$ cat config.mk
export PLATFORM = sky130hd
export DESIGN_NAME = shift_add_multiplier_flat
export DESIGN_NICKNAME = d
export VERILOG_FILES = /design/src/rtl/shift_add_multiplier_pkg.sv /design/src/rtl/shift_add_multiplier_if.sv /design/src/rtl/shift_add_multiplier_mul_step.sv /design/src/rtl/shift_add_multiplier.sv /design/src/flat_wrapper.sv
export SDC_FILE = /design/constraint.sdc
export NUM_CORES = 1
export LEC_CHECK = 0
export ABC_AREA = 1
export CAP_MARGIN = 10
export CORE_MARGIN = 4
export CORE_UTILIZATION = 60
export CTS_CLUSTER_DIAMETER = 50
export DETAILED_ROUTE_END_ITERATION = 16
export GPL_TIMING_DRIVEN = 1
export PLACE_DENSITY_LB_ADDON = 0.2
export SLEW_MARGIN = 20
export SYNTH_ARGS = -nofsm -noshare
export SYNTH_HDL_FRONTEND = slang
export SYNTH_HIERARCHICAL = 1
export SYNTH_SLANG_ARGS = --single-unit
$ cat constraint.sdc
create_clock -name CK -period 13.6 [get_ports CK]
set_clock_uncertainty 0.05 [all_clocks]
set_input_delay 2.72 -clock CK [delete_from_list [all_inputs] [get_ports CK]]
set_output_delay 2.72 -clock CK [all_outputs]
set_load 0.01 [all_outputs]
$ cat src/rtl/shift_add_multiplier_pkg.sv
// Shared constants and FSM encoding for the shift-and-add multiplier.
package shift_add_multiplier_pkg;

    localparam int unsigned C_NUM_BITS_DEF = 24;

    typedef enum logic [1:0] {
        IDLE = 2'd0,
        RUN  = 2'd1,
        CPLT = 2'd2
    } state_e;

    // Step counter must be able to hold N.
    function automatic int unsigned cnt_width(input int unsigned n);
        return $clog2(n + 1);
    endfunction

    localparam int unsigned CNT_W = cnt_width(C_NUM_BITS_DEF);

endpackage

$ cat src/rtl/shift_add_multiplier_if.sv
// Operand/result bus between a requester and the multiplier.
interface shift_add_multiplier_if
    import shift_add_multiplier_pkg::*;
#(
    parameter int unsigned C_NUM_BITS = C_NUM_BITS_DEF
);
    logic                      E;
    logic                      START;
    logic [C_NUM_BITS-1:0]     A;
    logic [C_NUM_BITS-1:0]     B;
    logic [2*C_NUM_BITS-1:0]   P;
    logic                      BUSY;
    logic                      DONE;

    modport master (output E, START, A, B, input P, BUSY, DONE);
    modport slave  (input E, START, A, B, output P, BUSY, DONE);
endinterface

$ cat src/rtl/shift_add_multiplier_mul_step.sv
// One add-and-shift step: conditional (N+1)-bit add into the high half, then
// shift {carry, high, low} right by one.
module mul_step
    import shift_add_multiplier_pkg::*;
#(
    parameter int unsigned C_NUM_BITS = C_NUM_BITS_DEF
) (
    input  logic [C_NUM_BITS-1:0] mcand,
    input  logic [C_NUM_BITS-1:0] hi,
    input  logic [C_NUM_BITS-1:0] lo,
    output logic [C_NUM_BITS-1:0] hi_c,
    output logic [C_NUM_BITS-1:0] lo_c
);
    logic [C_NUM_BITS:0]   sum_c;
    logic [C_NUM_BITS-1:0] addend_c;

    assign addend_c = lo[0] ? mcand : '0;
    // The carry out lives in sum_c[N] and is shifted straight into the high half.
    assign sum_c    = {1'b0, hi} + {1'b0, addend_c};
    assign hi_c     = sum_c[C_NUM_BITS:1];
    assign lo_c     = {sum_c[0], lo[C_NUM_BITS-1:1]};
endmodule

$ cat src/rtl/shift_add_multiplier.sv
// Sequential unsigned multiplier: one add-and-shift step per enabled clock,
// N steps per product.
module shift_add_multiplier
    import shift_add_multiplier_pkg::*;
#(
    parameter int unsigned C_NUM_BITS = C_NUM_BITS_DEF
) (
    input  logic                 CK,
    input  logic                 R,
    shift_add_multiplier_if.slave bus
);
    localparam int unsigned N  = C_NUM_BITS;
    localparam int unsigned CW = cnt_width(C_NUM_BITS);

    state_e          state, state_n;
    logic [CW-1:0]   cnt, cnt_n;
    logic [N-1:0]    mcand, mcand_n;
    logic [N-1:0]    hi, hi_n;
    logic [N-1:0]    lo, lo_n;
    logic [2*N-1:0]  p, p_n;
    logic            busy, busy_n;
    logic            done, done_n;
    logic [N-1:0]    step_hi_c, step_lo_c;

    mul_step #(.C_NUM_BITS(N)) u_step (
        .mcand (mcand),
        .hi    (hi),
        .lo    (lo),
        .hi_c  (step_hi_c),
        .lo_c  (step_lo_c)
    );

    // State and datapath registers.
    always_ff @(posedge CK or posedge R) begin
        if (R) begin
            state <= IDLE;
            cnt   <= '0;
            mcand <= '0;
            hi    <= '0;
            lo    <= '0;
            p     <= '0;
            busy  <= 1'b0;
            done  <= 1'b0;
        end else begin
            state <= state_n;
            cnt   <= cnt_n;
            mcand <= mcand_n;
            hi    <= hi_n;
            lo    <= lo_n;
            p     <= p_n;
            busy  <= busy_n;
            done  <= done_n;
        end
    end

    // Next-state, datapath and flag logic; everything holds while E is low.
    always_comb begin
        state_n = state;
        cnt_n   = cnt;
        mcand_n = mcand;
        hi_n    = hi;
        lo_n    = lo;
        p_n     = p;

        if (bus.E) begin
            unique case (state)
                IDLE, CPLT: begin
                    if (bus.START) begin
                        mcand_n = bus.A;
                        lo_n    = bus.B;
                        hi_n    = '0;
                        cnt_n   = '0;
                        state_n = RUN;
                    end
                end
                RUN: begin
                    hi_n  = step_hi_c;
                    lo_n  = step_lo_c;
                    cnt_n = cnt + CW'(1);
                    if (cnt == CW'(N - 1)) begin
                        p_n     = {step_hi_c, step_lo_c};
                        state_n = CPLT;
                    end
                end
                default: state_n = IDLE;
            endcase
        end

        // Flags track the state they will accompany, so they stay registered.
        busy_n = (state_n == RUN);
        done_n = (state_n == CPLT);
    end

    assign bus.P    = p;
    assign bus.BUSY = busy;
    assign bus.DONE = done;
endmodule

$ cat src/flat_wrapper.sv
// flat-port wrapper written by rule: the top's interface ports become plain ports
module shift_add_multiplier_flat import shift_add_multiplier_pkg::*;
#(
    parameter int unsigned C_NUM_BITS = C_NUM_BITS_DEF
)
  (CK, R, bus_E, bus_START, bus_A, bus_B, bus_P, bus_BUSY, bus_DONE);
  shift_add_multiplier_if #(.C_NUM_BITS(C_NUM_BITS)) bus_i ();
  input  logic CK;
  input  logic R;
  input wire logic [$bits(bus_i.E)-1:0] bus_E;
  input wire logic [$bits(bus_i.START)-1:0] bus_START;
  input wire logic [$bits(bus_i.A)-1:0] bus_A;
  input wire logic [$bits(bus_i.B)-1:0] bus_B;
  output wire logic [$bits(bus_i.P)-1:0] bus_P;
  output wire logic [$bits(bus_i.BUSY)-1:0] bus_BUSY;
  output wire logic [$bits(bus_i.DONE)-1:0] bus_DONE;
  assign bus_i.E = bus_E;
  assign bus_i.START = bus_START;
  assign bus_i.A = bus_A;
  assign bus_i.B = bus_B;
  assign bus_P = bus_i.P;
  assign bus_BUSY = bus_i.BUSY;
  assign bus_DONE = bus_i.DONE;
  shift_add_multiplier #(.C_NUM_BITS(C_NUM_BITS)) u_core (.CK(CK), .R(R), .bus(bus_i));
endmodule
# Word level (Yosys, flattened, before mapping)
# Cells that the tools add are included.
[op_classes] reduce_logical=6 n_eq_ne=6 add_sub_neg=2 mux=11
[op_table] cell="24-bit one-hot mux with 2 select lines" count=2
[op_table] cell="24-bit 2-to-1 mux" count=3
[op_table] cell="24-bit by 24-bit adder with 25-bit output" count=1
[op_table] cell="5-bit one-hot mux with 2 select lines" count=1
[op_table] cell="3-bit AND reduction" count=3
[op_table] cell="2-bit 2-to-1 mux" count=3
[op_table] cell="5-bit by 1-bit adder with 5-bit output (second input constant)" count=1
[op_table] cell="5-bit == test (second input constant)" count=1
[op_table] cell="5-bit 2-to-1 mux" count=1
[op_table] cell="2-bit by 1-bit == test with 1-bit output (second input constant)" count=2
[op_table] cell="2-bit == test (second input constant)" count=2
[op_table] cell="2-bit one-hot mux with 2 select lines" count=1
[op_table] cell="2-bit logical NOT" count=1
[op_table] cell="2-bit inequality test (second input constant)" count=1
[op_table] cell="2-bit nonzero test" count=1
[op_table] cell="2-bit OR reduction" count=1
[word_totals] out_inout_bits=50 inputBits=52 register_bits=129 word_cells=33

# Longest topological paths before layout
# Gate-level depths: netlist (run 1).
[logic_depth] ltp_word=5 depth_mapped=16 ltp_nobuf=15

# By module
# Netlist (run 1), hierarchy kept.
[modules_own_cells] module="shift_add_multiplier" n_inst=1 seq_area_each_um2=3228.1 cells_each=603 area_each_um2=5233.8
[modules_own_cells] module="mul_step" n_inst=1 seq_area_each_um2=0.0 cells_each=439 area_each_um2=2129.5

# Least setup slack after synthesis (run 1)
# No wires, ideal clock.
[synth_timing] kind="input to register" start="in bus_E" end="reg u_core.p[0], in the netlist u_core/bus.P[0]" path_stages=8 t_required_ns=13.420 path_slack_ns=9.791 arrival_ns=3.629 setup_ns=0.130 n_path_buf=3 cell_sequence="buf_2 nand3_2 inv_2 nand2_2 buf_2 buf_4 nand2_1 o21ai_1"
[synth_between] elab_chain_cells=1
[synth_rtl] element="from (decl)" line="flat_wrapper.sv:10" source="input wire logic [$bits(bus_i.E)-1:0] bus_E;"
[synth_rtl] element="3-bit AND reduction (no line)"
[synth_rtl] element="to (signal assigned)" line="shift_add_multiplier.sv:50" source="p <= p_n;"
[synth_rtl] element="to (decl)" line="shift_add_multiplier.sv:20" source="logic [2*N-1:0] p, p_n;"
# Every way passes these cells.
# A chain may end at the register's enable or synchronous reset.

# Final worst setup path (run 1)
[layout_timing] start="in bus_E" end="reg u_core.p[43], in the netlist u_core/bus.P[43]"
# The elaborated chain is that of the path after synthesis.

==> out/metrics.yaml, run 1 <==
drv_slew: 0
cts_resized: 0
postRouteAntennaNets: 0
tightest_slew_ns: 1.00
drive_gt1_share_pct: 4.99
power_density_nw_per_um2: 147
clockBufferDepth: 2
post-place-ws_ns: 8.23
slew_headroom_pct: 33.3
cp-start-kind: "input port"
tns_ns: 0
synth_nets: 1120
die_w_um: 119
gp_congestion: 0.926
first_pass_iters: 5
core_area_um2: 12000
die_area_um2: 14100
worst_slack_ns: 8.62
multiInputGateArea_um2: 3200
status: "finished clean"
routedLengthMet1_um: 7980
cts_tree: "built"
clockRootBuffer: "clkbuf_16"
critPathCaptureType: "flop"
cap_viol_max_count: 0
synth_cell_types: 28
cts_setup_buffers: 0
die_y_um: 119
min_period_ns: 4.98
rsz0062_at_grt: "no"
fin_nets: 1187
synth_area_um2: 7360
hold_class: "flop to flop"
grt_max_degree: 98
p_leak_nw: 4.84
ys_seq_area_share_pct: 43.8
postCtsHoldBufs: 0
max_freq_mhz: 201
antenna_found_initial: 0
wl_met2_um: 8030
synth_top_family_by_area: "simple AND/OR/NAND/NOR gates"
ioPinCount: 102
synth.mux.area_fraction_pct: 0.136
via_per_inst: 5.13
cts_max_level: 4
syn_to_final_growth_pct: 20.9
grt_pass1_vias: 6222
numCtsBuffers: 17
synth_xor_area_share_pct: 1.43
period_share_pct: 36.6
synthSimpleGateAreaFrac_pct: 29.8
cp.required_ns: 13.81
first_iter_violations: 536
ys_ff_latch: 129
antennaDiodeCount: 0
wl_per_cell_um: 13.6
ys_warn_count: 6
totalWireLength_um: 17200
seq_area_um2: 3230
grt_usage_pct: 25.4
critPathKind: "input port to flop"
rows: 40
remaining_drc_errors: 0
arrival_ns: 5.19
routed-wl-met3_um: 983
vias: 6511
clk_pin_slew_ns: 0.06
portBuffers: 101
syn_area_per_cell_um2: 7.07
synth_adder_area_share_pct: 4.52
overflow: 0
clock_latency_ns: 0.42
clock-sinks: 129
start_util_pct: 61.3
synth-compound-area-share_pct: 7.48
hold_viol_final: 0
syn_inst: 1042
top_layer: "met4"
dp_hpwl_um: 11900
whs_ns: 0.422
nFillCells: 958
final-setup-viol-count: 0
ir_worst_vdd_mv: 0.0993
grt_first_pass_wirelength_um: 29000
critPathMaxFanout: 97
routing by layer:
layer,track usage (%),vias up
met2,39.3,182
met1,35.0,2999
met5,0,-
li1,-,3306
met4,8.47,0
met3,6.36,24
sequential cells by signal (all words and copies together) (netlist names):
register and flops:
u_core/hi 24, u_core/bus.P 48, u_core/state 2, u_core/mcand 24, u_core/bus.DONE 1, u_core/cnt 5
u_core/bus.BUSY 1, u_core/lo 24
Yosys cell counts (all sizes together):
cell type | count | area [um^2]
dfrtp | 129 | 3230
or2 | 1 | 6.26
nor3 | 4 | 20.0
o21ai | 97 | 485
nand3 | 52 | 275
a21oi | 13 | 65.1
clkinv | 1 | 3.75
clkbuf | 16 | 60.1
fa | 1 | 20.0
nand4 | 8 | 50.1
nor2 | 51 | 216
inv | 161 | 604
and2 | 1 | 6.26
nand2 | 427 | 1620
buf | 41 | 272
xor2 | 10 | 87.6
nand3b | 1 | 7.51
ha | 25 | 313
mux2i | 1 | 10.0
xnor2 | 2 | 17.5
through the flow:
step | std cells | util (%) | power [mW] | instance area [um^2]
2_1_floorplan | 1042 | - | 0.751 | 7360
3_3_place_gp | 1237 | 68.8 | 0.808 | 8260
3_5_place_dp | 1237 | 68.8 | 0.820 | 8260
4_1_cts | 1269 | 74.1 | 1.31 | 8900
5_1_grt | 1269 | 74.1 | 1.39 | 8900
6_report | 1269 | 74.1 | 1.31 | 8900
power by group:
| part | switching (mW) | internal (mW) |
|---|---|---|
| registers | 0.0456 | 0.446 |
| logic | 0.213 | 0.119 |
| clock network | 0.172 | 0.317 |
| total | 0.430 | 0.881 |
layout by cell type (no fill, tap or decap), drive strengths merged:
cell,Yosys,final
nand2,427,427
xnor2,2,2
fa,1,1
inv,161,163
nand3,52,52
ha,25,25
mux2i,1,1
and2,1,1
nand4,8,8
o21ai,97,97
bufinv,0,4
clkdlybuf4s50,0,101
clkinvlp,0,1
nor3,4,4
or2,1,1
dfrtp,129,129
nand3b,1,1
buf,41,4
clkinv,1,7
clkbuf,16,19
xor2,10,10
a21oi,13,13
nor2,51,51
worst paths after layout:
kind	slack (ns)	endpoint	cells after the start	from
min in group asynchronous	2.65	u_core/lo[20]$_DFFE_PP0P_	2	R
worst min-delay path	0.42	u_core/mcand[9]$_DFFE_PP0P_	2	u_core/mcand[9]$_DFFE_PP0P_
worst max-delay path	8.62	u_core/bus.P[43]$_DFFE_PP0P_	7	bus_E
max in group asynchronous	9.68	u_core/hi[23]$_DFFE_PP0P_	3	R
worst min register to register	0.42	u_core/mcand[9]$_DFFE_PP0P_	2	u_core/mcand[9]$_DFFE_PP0P_
worst max register to register	10.84	u_core/hi[23]$_DFFE_PP0P_	14	u_core/lo[0]$_DFFE_PP0P_
final cells by class:
type | count | share of cell area [%]
multi-input combinational | 694 | 35.9
clock buffer | 19 | 5.09
clock inverter | 13 | 2.05
timing repair buffer | 105 | 11.7
tap | 147 | 2.07
sequential | 129 | 36.3
inverter | 162 | 6.86
kinds of logic after synthesis:
family | after synthesis
buffers and inverters | 219
AO/OA/AOI/OAI | 110
AND/OR/NAND/NOR | 545
adder cells (fa/ha/maj) | 26
flip-flops | 129
XOR/XNOR | 12
multiplexers | 1
critical path: stages:
cell and delay [ns]:
clkdlybuf4s50_1 0.45, buf_4 0.29, nand3_2 0.54, inv_2 0.26
nand2_4 0.48, nand2_1 0.25, o21ai_1 0.10
No activity file was read; power rests on OpenSTA's default activity.
==> run 2, diff against run 1 <==
CORE_UTILIZATION = 56   (was 60)
clock period = 5.08 ns   (was 13.6 ns; I/O delays follow)
==> out/metrics.yaml, run 2 (synthesis gave the netlist of run 1 again) <==
critPathCaptureType: "flop"  # unchanged
cap_viol_max_count: 0  # unchanged
layout_common_cells: "nand2_1 (422), inv_1 (157), dfrtp_1 (129)"  # unchanged
final-setup-viol-count: 0  # unchanged
largest_reg_flops: 48  # unchanged
postCtsHoldBufs: 0  # unchanged
vias: 6431  # was 6511
syn_to_final_growth_pct: 21.4  # was 20.9%
clockRootBuffer: "clkbuf_16"  # unchanged
p_leak_nw: 4.85  # was 4.84 nW
antenna_found_initial: 0  # unchanged
totalWireLength_um: 16700  # was 17200 um
die_w_um: 123  # was 119 um
cp-start-kind: "input port"  # unchanged
grt_first_pass_wirelength_um: 28000  # was 29000 um
final_util_pct: 70.3  # was 74.1%
power_density_nw_per_um2: 390  # was 147 nW/um^2
final_common_cell: "nand2_1"  # unchanged
grt_max_degree: 98  # unchanged
hold_viol_final: 0  # unchanged
grt_pass1_vias: 6065  # was 6222
cp.required_ns: 5.29  # was 13.81 ns
portBuffers: 101  # unchanged
postRouteAntennaNets: 0  # unchanged
hold_class: "flop to flop"  # unchanged
antennaDiodeCount: 0  # unchanged
grt_usage_pct: 23.4  # was 25.4%
first_pass_iters: 7  # was 5
via_per_inst: 4.96  # was 5.13
fin_area_um2: 8940  # was 8900 um^2
numCtsBuffers: 17  # unchanged
tns_ns: 0  # unchanged
slew_headroom_pct: 35.5  # was 33.3%
power.total_mw: 3.49  # was 1.31 mW
status: "finished clean"  # unchanged
placed_area_um2: 8310  # was 8260 um^2
first_iter_violations: 581  # was 536
clock_latency_ns: 0.41  # was 0.42 ns
rsz0062_at_grt: "no"  # unchanged
ioPinCount: 102  # unchanged
drv_slew: 0  # unchanged
period_share_pct: 62.9
die_area_um2: 15000  # was 14100 um^2
drive_gt1_share_pct: 4.89  # was 4.99%
cts_setup_buffers: 0  # unchanged
cts_max_level: 4  # unchanged
rows: 41  # was 40
critPathKind: "input port to flop"  # unchanged
cts_resized: 0  # unchanged
overflow: 0  # unchanged
tightest_slew_ns: 0.968  # was 1.00 ns
dp_hpwl_um: 11700  # was 11900 um
min_period_ns: 3.19
max_freq_mhz: 313
clk_pin_slew_ns: 0.05  # was 0.06 ns
clock-sinks: 129  # unchanged
fin_nets: 1189  # was 1187
remaining_drc_errors: 0  # unchanged
cts_tree: "built"  # unchanged
wl_per_cell_um: 12.9  # was 13.6 um
ir_worst_vdd_mv: 0.288  # was 0.0993 mV
core_area_um2: 12700  # was 12000 um^2
gp_congestion: 0.952  # was 0.926
arrival_ns: 3.40  # was 5.19 ns
critPathMaxFanout: 97  # unchanged
die_y_um: 123  # was 119 um
clockBufferDepth: 2  # unchanged
start_util_pct: 57.9  # was 61.3%
## run 2: area by class of cell
class | instances | area (um^2)
Fill cell | 1108 | 3780
Sequential cell | 129 | 3230
Multi-Input combinational cell | 694 | 3200
Timing Repair Buffer | 107 | 1060
Inverter | 162 | 611
Clock buffer | 23 | 478
Tap cell | 172 | 215
Clock inverter | 9 | 153
## run 2: final timing paths
path | start | to | slack, ns | depth (start not counted)
max | bus_E | u_core/bus.P[19]$_DFFE_PP0P_ | 1.89 | 7
max in group asynchronous | R | u_core/bus.P[36]$_DFFE_PP0P_ | 3.02 | 3
max reg2reg | u_core/lo[0]$_DFFE_PP0P_ | u_core/hi[23]$_DFFE_PP0P_ | 2.25 | 14
min reg2reg | u_core/mcand[15]$_DFFE_PP0P_ | u_core/mcand[15]$_DFFE_PP0P_ | 0.42 | 2
min | u_core/mcand[15]$_DFFE_PP0P_ | u_core/mcand[15]$_DFFE_PP0P_ | 0.42 | 2
min in group asynchronous | R | u_core/bus.P[23]$_DFFE_PP0P_ | 0.99 | 2
## run 2: metal layers
layer	track usage, %	vias to the layer above	part of all wire (%)
met3	5.99	14	7.0
met1	33.0	2934	47
li1	-	3307	-
met4	6.58	0	1.1
met2	36.0	176	45
met5	0	-	0
## run 2: metrics by stage
step                hold WS, ns  worst slack [ns]  std cells
floorplan                 0.392             0.573       1042
global placement          0.406              1.59       1264
detailed placement        0.409              1.49       1264
CTS                       0.422              1.91       1296
global route              0.437              1.69       1296
finish                    0.417              1.89       1296
## run 2: power breakdown
group / leakage, nW / switching [mW] / internal (mW)
clock network: 0.312 / 0.435 / 0.860
logic: 2.82 / 0.565 / 0.319
registers: 1.71 / 0.117 / 1.19
## run 2: critical path, cell delays in order
cell	delay [ns]
clkdlybuf4s50_1	0.45
buf_4	0.28
nand3_2	0.52
inv_2	0.24
nand2_4	0.51
nand2_1	0.24
o21ai_1	0.10
